==> config.mk <==
export PLATFORM = sky130hd
export DESIGN_NAME = rq_stream_arbiter
export DESIGN_NICKNAME = d
export VERILOG_FILES = /design/src/rtl/rq_arb_pkg.sv /design/src/rtl/rq_arb_skid.sv /design/src/rtl/rq_stream_arbiter.sv
export SDC_FILE = /design/constraint.sdc
export NUM_CORES = 2
export LEC_CHECK = 0
export ABC_AREA = 1
export BUFFER_PORTS_ARGS = -buffer_cell sky130_fd_sc_hd__buf_2
export CAP_MARGIN = 0
export CORE_AREA = 2 2 461 463
export DETAILED_ROUTE_END_ITERATION = 6
export DIE_AREA = 0 0 463 465
export GPL_ROUTABILITY_DRIVEN = 0
export GPL_TIMING_DRIVEN = 0
export PLACE_DENSITY = 0.37
export REMOVE_ABC_BUFFERS = 1
export SYNTH_ARGS = -nofsm -noshare
export SYNTH_HDL_FRONTEND = slang
export SYNTH_HIERARCHICAL = 1
export SYNTH_SLANG_ARGS = --single-unit
==> constraint.sdc <==
create_clock -name user_clk -period 3.14 [get_ports user_clk]
set_clock_uncertainty 0.2 [all_clocks]
set_input_delay 0.628 -clock user_clk [delete_from_list [all_inputs] [get_ports user_clk]]
set_output_delay 0.628 -clock user_clk [all_outputs]
set_load 0.005 [all_outputs]
==> src/rtl/rq_arb_pkg.sv <==
// rq_arb_pkg: shared types, constants and round-robin pick function for rq_stream_arbiter
package rq_arb_pkg;

    localparam int TUSER_W   = 4;
    localparam int MAX_PORTS = 8;

    typedef enum logic [0:0] {ST_IDLE, ST_LOCK} state_t;

    typedef struct packed {
        logic       any;
        logic [2:0] idx;
    } pick_t;

    // First asserted request at or above ptr, wrapping at n; lowest offset wins.
    function automatic pick_t rr_pick(input logic [MAX_PORTS-1:0] req, input logic [2:0] ptr, input int n);
        pick_t p;
        int j;
        p = '{any: 1'b0, idx: 3'd0};
        for (int i = MAX_PORTS - 1; i >= 0; i--) begin
            if (i < n) begin
                j = int'(ptr) + i;
                if (j >= n) j = j - n;
                if (req[3'(j)]) begin
                    p.any = 1'b1;
                    p.idx = 3'(j);
                end
            end
        end
        return p;
    endfunction

endpackage

==> src/rtl/rq_arb_skid.sv <==
// rq_arb_skid: 2-entry AXIS skid buffer with registered outputs and registered upstream ready
module rq_arb_skid #(
    parameter int W = 293
) (
    input  logic         user_clk,
    input  logic         user_reset_n,
    input  logic [W-1:0] s_data,
    input  logic         s_valid,
    output logic         s_ready,
    output logic [W-1:0] m_data,
    output logic         m_valid,
    input  logic         m_ready
);

    logic         skid_valid;
    logic [W-1:0] skid_data;

    // Output register fed directly when it can move, otherwise park the beat in the skid slot.
    // Ready is held low during reset and rises on the first clock after release.
    always_ff @(posedge user_clk or negedge user_reset_n) begin
        if (!user_reset_n) begin
            m_valid    <= 1'b0;
            skid_valid <= 1'b0;
            s_ready    <= 1'b0;
            m_data     <= '0;
            skid_data  <= '0;
        end else if (!s_ready && !skid_valid) begin
            s_ready <= 1'b1;
        end else if (s_ready) begin
            if (!m_valid || m_ready) begin
                m_valid <= s_valid;
                if (s_valid) m_data <= s_data;
            end else if (s_valid) begin
                skid_valid <= 1'b1;
                skid_data  <= s_data;
                s_ready    <= 1'b0;
            end
        end else if (m_ready) begin
            m_data     <= skid_data;
            skid_valid <= 1'b0;
            s_ready    <= 1'b1;
        end
    end

endmodule

==> src/rtl/rq_stream_arbiter.sv <==
// rq_stream_arbiter: packet-atomic round-robin arbiter sharing the 256-bit RQ stream.
// Optional: define RQ_ARB_PORT0_PRIORITY_EN to give port 0 absolute priority when idle.
module rq_stream_arbiter
    import rq_arb_pkg::*;
#(
    parameter int NUM_PORTS  = 3,
    parameter int DATA_WIDTH = 256,
    parameter int KEEP_WIDTH = DATA_WIDTH / 8,
    parameter int IDX_W      = $clog2(NUM_PORTS)
) (
    input  logic                            user_clk,
    input  logic                            user_reset_n,
    input  logic [NUM_PORTS*DATA_WIDTH-1:0] s_axis_rq_tdata,
    input  logic [NUM_PORTS*KEEP_WIDTH-1:0] s_axis_rq_tkeep,
    input  logic [NUM_PORTS-1:0]            s_axis_rq_tlast,
    input  logic [NUM_PORTS*TUSER_W-1:0]    s_axis_rq_tuser,
    input  logic [NUM_PORTS-1:0]            s_axis_rq_tvalid,
    output logic [NUM_PORTS-1:0]            s_axis_rq_tready,
    output logic [DATA_WIDTH-1:0]           m_axis_rq_tdata,
    output logic [KEEP_WIDTH-1:0]           m_axis_rq_tkeep,
    output logic                            m_axis_rq_tlast,
    output logic [TUSER_W-1:0]              m_axis_rq_tuser,
    output logic                            m_axis_rq_tvalid,
    input  logic                            m_axis_rq_tready,
    output logic [IDX_W-1:0]                grant_idx,
    output logic                            busy
);

    localparam int PW = DATA_WIDTH + KEEP_WIDTH + 1 + TUSER_W;

    state_t                 state;
    logic [IDX_W-1:0]       rr_ptr;
    logic [IDX_W-1:0]       win_idx;
    logic [IDX_W-1:0]       sel;
    logic [IDX_W-1:0]       sel_next;
    logic [MAX_PORTS-1:0]   req_pad;
    pick_t                  pick;
    logic                   sel_valid;
    logic                   sel_last;
    logic                   accept;
    logic                   adv;
    logic                   skid_ready;
    logic [PW-1:0]          payload [NUM_PORTS];
    logic [PW-1:0]          skid_out;

    for (genvar k = 0; k < NUM_PORTS; k++) begin : g_pack
        assign payload[k] = {s_axis_rq_tdata[k*DATA_WIDTH +: DATA_WIDTH],
                             s_axis_rq_tkeep[k*KEEP_WIDTH +: KEEP_WIDTH],
                             s_axis_rq_tlast[k],
                             s_axis_rq_tuser[k*TUSER_W +: TUSER_W]};
    end

    // Round-robin winner among the currently valid ports, starting at rr_ptr.
    always_comb begin
        req_pad                  = '0;
        req_pad[NUM_PORTS-1:0]   = s_axis_rq_tvalid;
        pick                     = rr_pick(req_pad, 3'(rr_ptr), NUM_PORTS);
    end

`ifdef RQ_ARB_PORT0_PRIORITY_EN
    assign win_idx = s_axis_rq_tvalid[0] ? '0 : IDX_W'(pick.idx);
    assign adv     = sel != '0;
`else
    assign win_idx = IDX_W'(pick.idx);
    assign adv     = 1'b1;
`endif

    assign busy      = state == ST_LOCK;
    assign sel       = busy ? grant_idx : win_idx;
    assign sel_valid = busy ? s_axis_rq_tvalid[grant_idx] : pick.any;
    assign sel_last  = s_axis_rq_tlast[sel];
    assign accept    = sel_valid && skid_ready;
    assign sel_next  = (sel == IDX_W'(NUM_PORTS - 1)) ? '0 : sel + 1'b1;

    // Only the selected port sees buffer ready; nobody does while idle with no requests.
    always_comb begin
        s_axis_rq_tready = '0;
        for (int k = 0; k < NUM_PORTS; k++)
            s_axis_rq_tready[k] = skid_ready && (busy || pick.any) && (sel == IDX_W'(k));
    end

    // Lock the stream on a non-final first beat; release and advance the pointer on tlast.
    always_ff @(posedge user_clk or negedge user_reset_n) begin
        if (!user_reset_n) begin
            state     <= ST_IDLE;
            rr_ptr    <= '0;
            grant_idx <= '0;
        end else if (accept) begin
            grant_idx <= sel;
            state     <= sel_last ? ST_IDLE : ST_LOCK;
            if (sel_last && adv) rr_ptr <= sel_next;
        end
    end

    rq_arb_skid #(
        .W (PW)
    ) u_skid (
        .user_clk     (user_clk),
        .user_reset_n (user_reset_n),
        .s_data       (payload[sel]),
        .s_valid      (sel_valid),
        .s_ready      (skid_ready),
        .m_data       (skid_out),
        .m_valid      (m_axis_rq_tvalid),
        .m_ready      (m_axis_rq_tready)
    );

    assign {m_axis_rq_tdata, m_axis_rq_tkeep, m_axis_rq_tlast, m_axis_rq_tuser} = skid_out;

endmodule

==> impl_summary.txt <==
----------------------------------------------------
[Drt]
  Detailed-route vias per instance ... 4.35
  Number of violations reported at the end of detailed-routing iteration 0 ... slightly above 3000
  DRC violations left ... 0
  ANT nets after route ... 0
  Post-detailed-route wirelength per cell ... 23.7 µm
  WL final ... 221000 µm
  DRT Pass-1 Iters ... 6
  Routed via count ... 40600

[GRT]
  Largest net degree at the start of global routing ... 153
  Met2 routing resource usage after global routing ... 29.7%
  Overflow left after global routing ... 0
  Via count of the first global-routing pass ... 38200
  First-pass GRT wire length ... 283000 µm
  Global-route track usage on met1 ... 22.8%
  Global-route usage over all layers ... 17.9%
  Number of antenna violations at the first check in global routing ... 53
  Most crowded layer after global routing ... met2
  Met3 Usage GRT ... roughly 4.1%

[Timing]
  Share of the cycle needed by the critical path after routing ... 106%
  Minimum clock period ... 3.32 ns
  Worst Setup Slack, final ... -0.176 ns
  Max Freq ... slightly above 300 MHz
  Setup violation total in the final timing report ... 187
  Worst Tran Pin Value ... 1.04 ns
  Worst hold margin ... 0.0441 ns
  Unrepaired setup endpoints after global routing ... yes
  Worst max-slew margin expressed relative to the limit ... 30.6%
  Max-slew violation count ... 0
  Hold violation count in the final report ... 0

[Cells and area]
  Post-Route Utilization ... 27.3%
  Nets@finish ... 7312
  Final cell count without fillers ... 9326
  Area added between synthesis and finish ... 76.1%
  Ratio of cells with drive above 1 in the final layout ... between 30% and 40%

[Run status]
  Status ... finished with violations
  Violations in the final reports ... negative setup slack

[Setup path]
  Arrival time at the worst endpoint ... 3.75 ns
  CP required ... 3.58 ns
  Startpoint type of the worst setup path ... flip-flop
  Kind of capture point of the worst setup path ... flip-flop
  Maximum fanout encountered on the critical timing path ... 7
  Worst setup path startpoint ... rr_ptr[0]
  Type of the setup path with the least slack ... flip-flop to flip-flop
  Startpoint of the worst-slack reg-to-reg timing path ... rr_ptr[0]

[Worst hold path]
  Critical hold path startpoint ... s_axis_rq_tdata[721]
  Class of the most critical hold timing path ... input pin to flip-flop

[Power]
  Standby leakage power ... 33.1 nW
  Sum of internal, switching and leakage power ... 18.5 mW
  VDD IR max ... 357 µV
  Power density over cell area ... 321 nW/µm²

[Synthesis]
  Part of the Yosys area used for sequential elements ... 45.6%
  Main synth FF type ... dfrtp_1
  Post-synthesis share of cell area spent on xor and xnor gates ... 0%
  Dominant combinational cell family by area after synthesis ... simple AND/OR/NAND/NOR gates
  Multiplexer share of the synthesized area ... 0%
  Post-synthesis share of cell area spent on and, or, nand and nor gates ... 48.3%
  Average instance area after synthesis ... around 6.7 µm²
  Fraction of synthesis flops using an asynchronous set or reset pin ... 100%
  Count of warnings emitted by yosys ... 6
  Synthesized-area fraction occupied by adder cells ... 0.192%
  Count of flip-flops with a built-in enable after synthesis ... 0
  Post-synthesis compound-gate area fraction ... 0.161%
  Gate count after technology mapping ... 4866
  Cell Area, Synth ... 32600 µm²
  Unique masters post-synth ... 27
  Synth Register Bits ... 594

[Clock tree]
  Clk sink count ... just under 600
  TritonCTS clock tree ... built
  Reg clk slew, reported paths ... 0.06 ns
  Number of clock buffers inserted by TritonCTS ... 83
  Later-pin clock latency in the skew report ... 0.72 ns
  Number of H-tree levels ... 3
  Cell at the root of the clock tree ... clkbuf_16
  Maximum number of buffers from clock root to sink ... 3

[Placement]
  Number of instances in the placed design ... 8579
  Estimated wirelength of the detail-placed design ... 117000 µm
  Number of I/O port buffers ... 1184

[Die]
  Area of the core ... ~210000 µm²
  Starting density of the core ... roughly 15%
  Full die area ... 215000 µm²
  Die Span X ... 463 µm
  Top-level port count ... approximately 1200
  Number of placement rows ... 169
  Y dimension of the die ... between 400 and 500 µm

[Job]
  Reported max-cap violation count ... 0

----------------------------------------------------
sequential cells by signal, indices dropped and copies added, names as in the netlist:
name / cells
u_skid/skid_valid: 1
u_skid/m_data: 293
u_skid/skid_data: 293
grant_idx: 2
busy: 1
u_skid/s_ready: 1
rr_ptr: 2
u_skid/m_valid: 1
where the power goes:
part / switching, mW / total, mW / internal [mW]
clock network: 4.10 / 9.60 / 5.50
logic: 0.565 / 1.19 / 0.630
registers: 0 / 7.66 / 7.66
repair_timing:
item | in CTS | in global routing
setup endpoints to repair | 590 | 528
hold endpoints to repair | 220 | 0
pin swaps | 183 | 645
hold buffers | 261 | 0
gates resized for setup | 389 | 1001
gates cloned | 62 | 58
setup buffers | 125 | 89
kinds of logic (layout without fill, tap and decap cells):
kind of cell,Yosys count,after routing
AND/OR/NAND/NOR,3879,3886
AO/OA/AOI/OAI,10,10
adder cells (fa/ha/maj),5,5
buffers and inverters,378,1989
other,0,21
flip-flops,594,594
final timing paths:
| path | to | slack, ns | depth (start not counted) |
|---|---|---|---|
| worst max-delay path | u_skid/m_data[13] | -0.18 | 22 |
| worst min-delay path | u_skid/skid_data[246] | 0.04 | 5 |
| worst max register to register | u_skid/m_data[13] | -0.18 | 22 |
| worst min register to register | u_skid/m_data[198] | 0.26 | 2 |
| max in group asynchronous | u_skid/skid_data[2] | 0.41 | 5 |
| min in group asynchronous | u_skid/m_data[103] | 0.35 | 2 |
final cells by class:
| type | count | area [µm²] |
|---|---|---|
| Tap cell | 2821 | 3530 |
| Clock buffer | 122 | 2330 |
| Timing Repair inverter | 4 | 50.0 |
| Multi-Input combinational cell | 3901 | 21000 |
| Fill cell | 22800 | 153000 |
| Sequential cell | 594 | 14900 |
| Antenna cell | 21 | 52.6 |
| Timing Repair Buffer | 1813 | 15100 |
| Inverter | 25 | 170 |
| Clock inverter | 25 | 330 |
stage by stage:
stage	setup TNS (ns)	setup slack, ns	area, µm²
after floorplan	-7107.11	-12.81	30800
after global routing	-45.16	-0.324	57400
after global placement	-	-41.64	40300
final	-10.33	-0.176	57500
after detailed placement	-807.56	-1.90	41900
after CTS	-8.80	-0.219	51600
synth_stat cells (5+ instances only):
cell         n  share of area [%]
buf_4       50                1.2
nand3_1    300                4.6
ha_1         5               0.19
nand2_1   3256                 37
buf_1       16               0.18
dfrtp_1    594                 46
clkbuf_1    80               0.92
o21ai_0      5              0.077
nor2_1       9               0.10
inv_1       18               0.21
inv_2        6              0.069
buf_2      205                3.1
nand4_1    299                5.7
critical path, stage by stage, from the launching register on:
cell       delay, ns
dfrtp_2         0.42
inv_2           0.07
ha_4            0.31
inv_4           0.05
nand2_1         0.07
nand3_2         0.07
nand2_2         0.08
nand2_4         0.06
nand3_2         0.07
nand2_2         0.07
nand2_4         0.10
nand2_8         0.09
nor2_4          0.14
clkbuf_16       0.18
buf_16          0.14
buf_16          0.13
buf_12          0.15
nand2_4         0.05
nand3_2         0.09
nand2_1         0.06
nand2_1         0.09
nand4_1         0.35
nand2_1         0.19
per-layer routing:
layer | share of wire, % | up-vias
li1 | - | 18500
met1 | 42 | 19900
met2 | 47 | 1770
met3 | 7.0 | 380
met4 | 4.1 | 36
met5 | 0.097 | -
cell usage in the layout, fill, tap and decap left out, types with 106 or more instances in the layout:
| cell | count |
|---|---|
| nand2_1 | 2749 |
| buf_2 | 1183 |
| dfrtp_1 | 591 |
| nand4_1 | 299 |
| nand2_2 | 266 |
| dlygate4sd3_1 | 261 |
| nand2_4 | 240 |
| nand3_4 | 152 |
| clkbuf_16 | 126 |
| nand3_2 | 106 |
No activity file was read; power rests on OpenSTA's default activity.
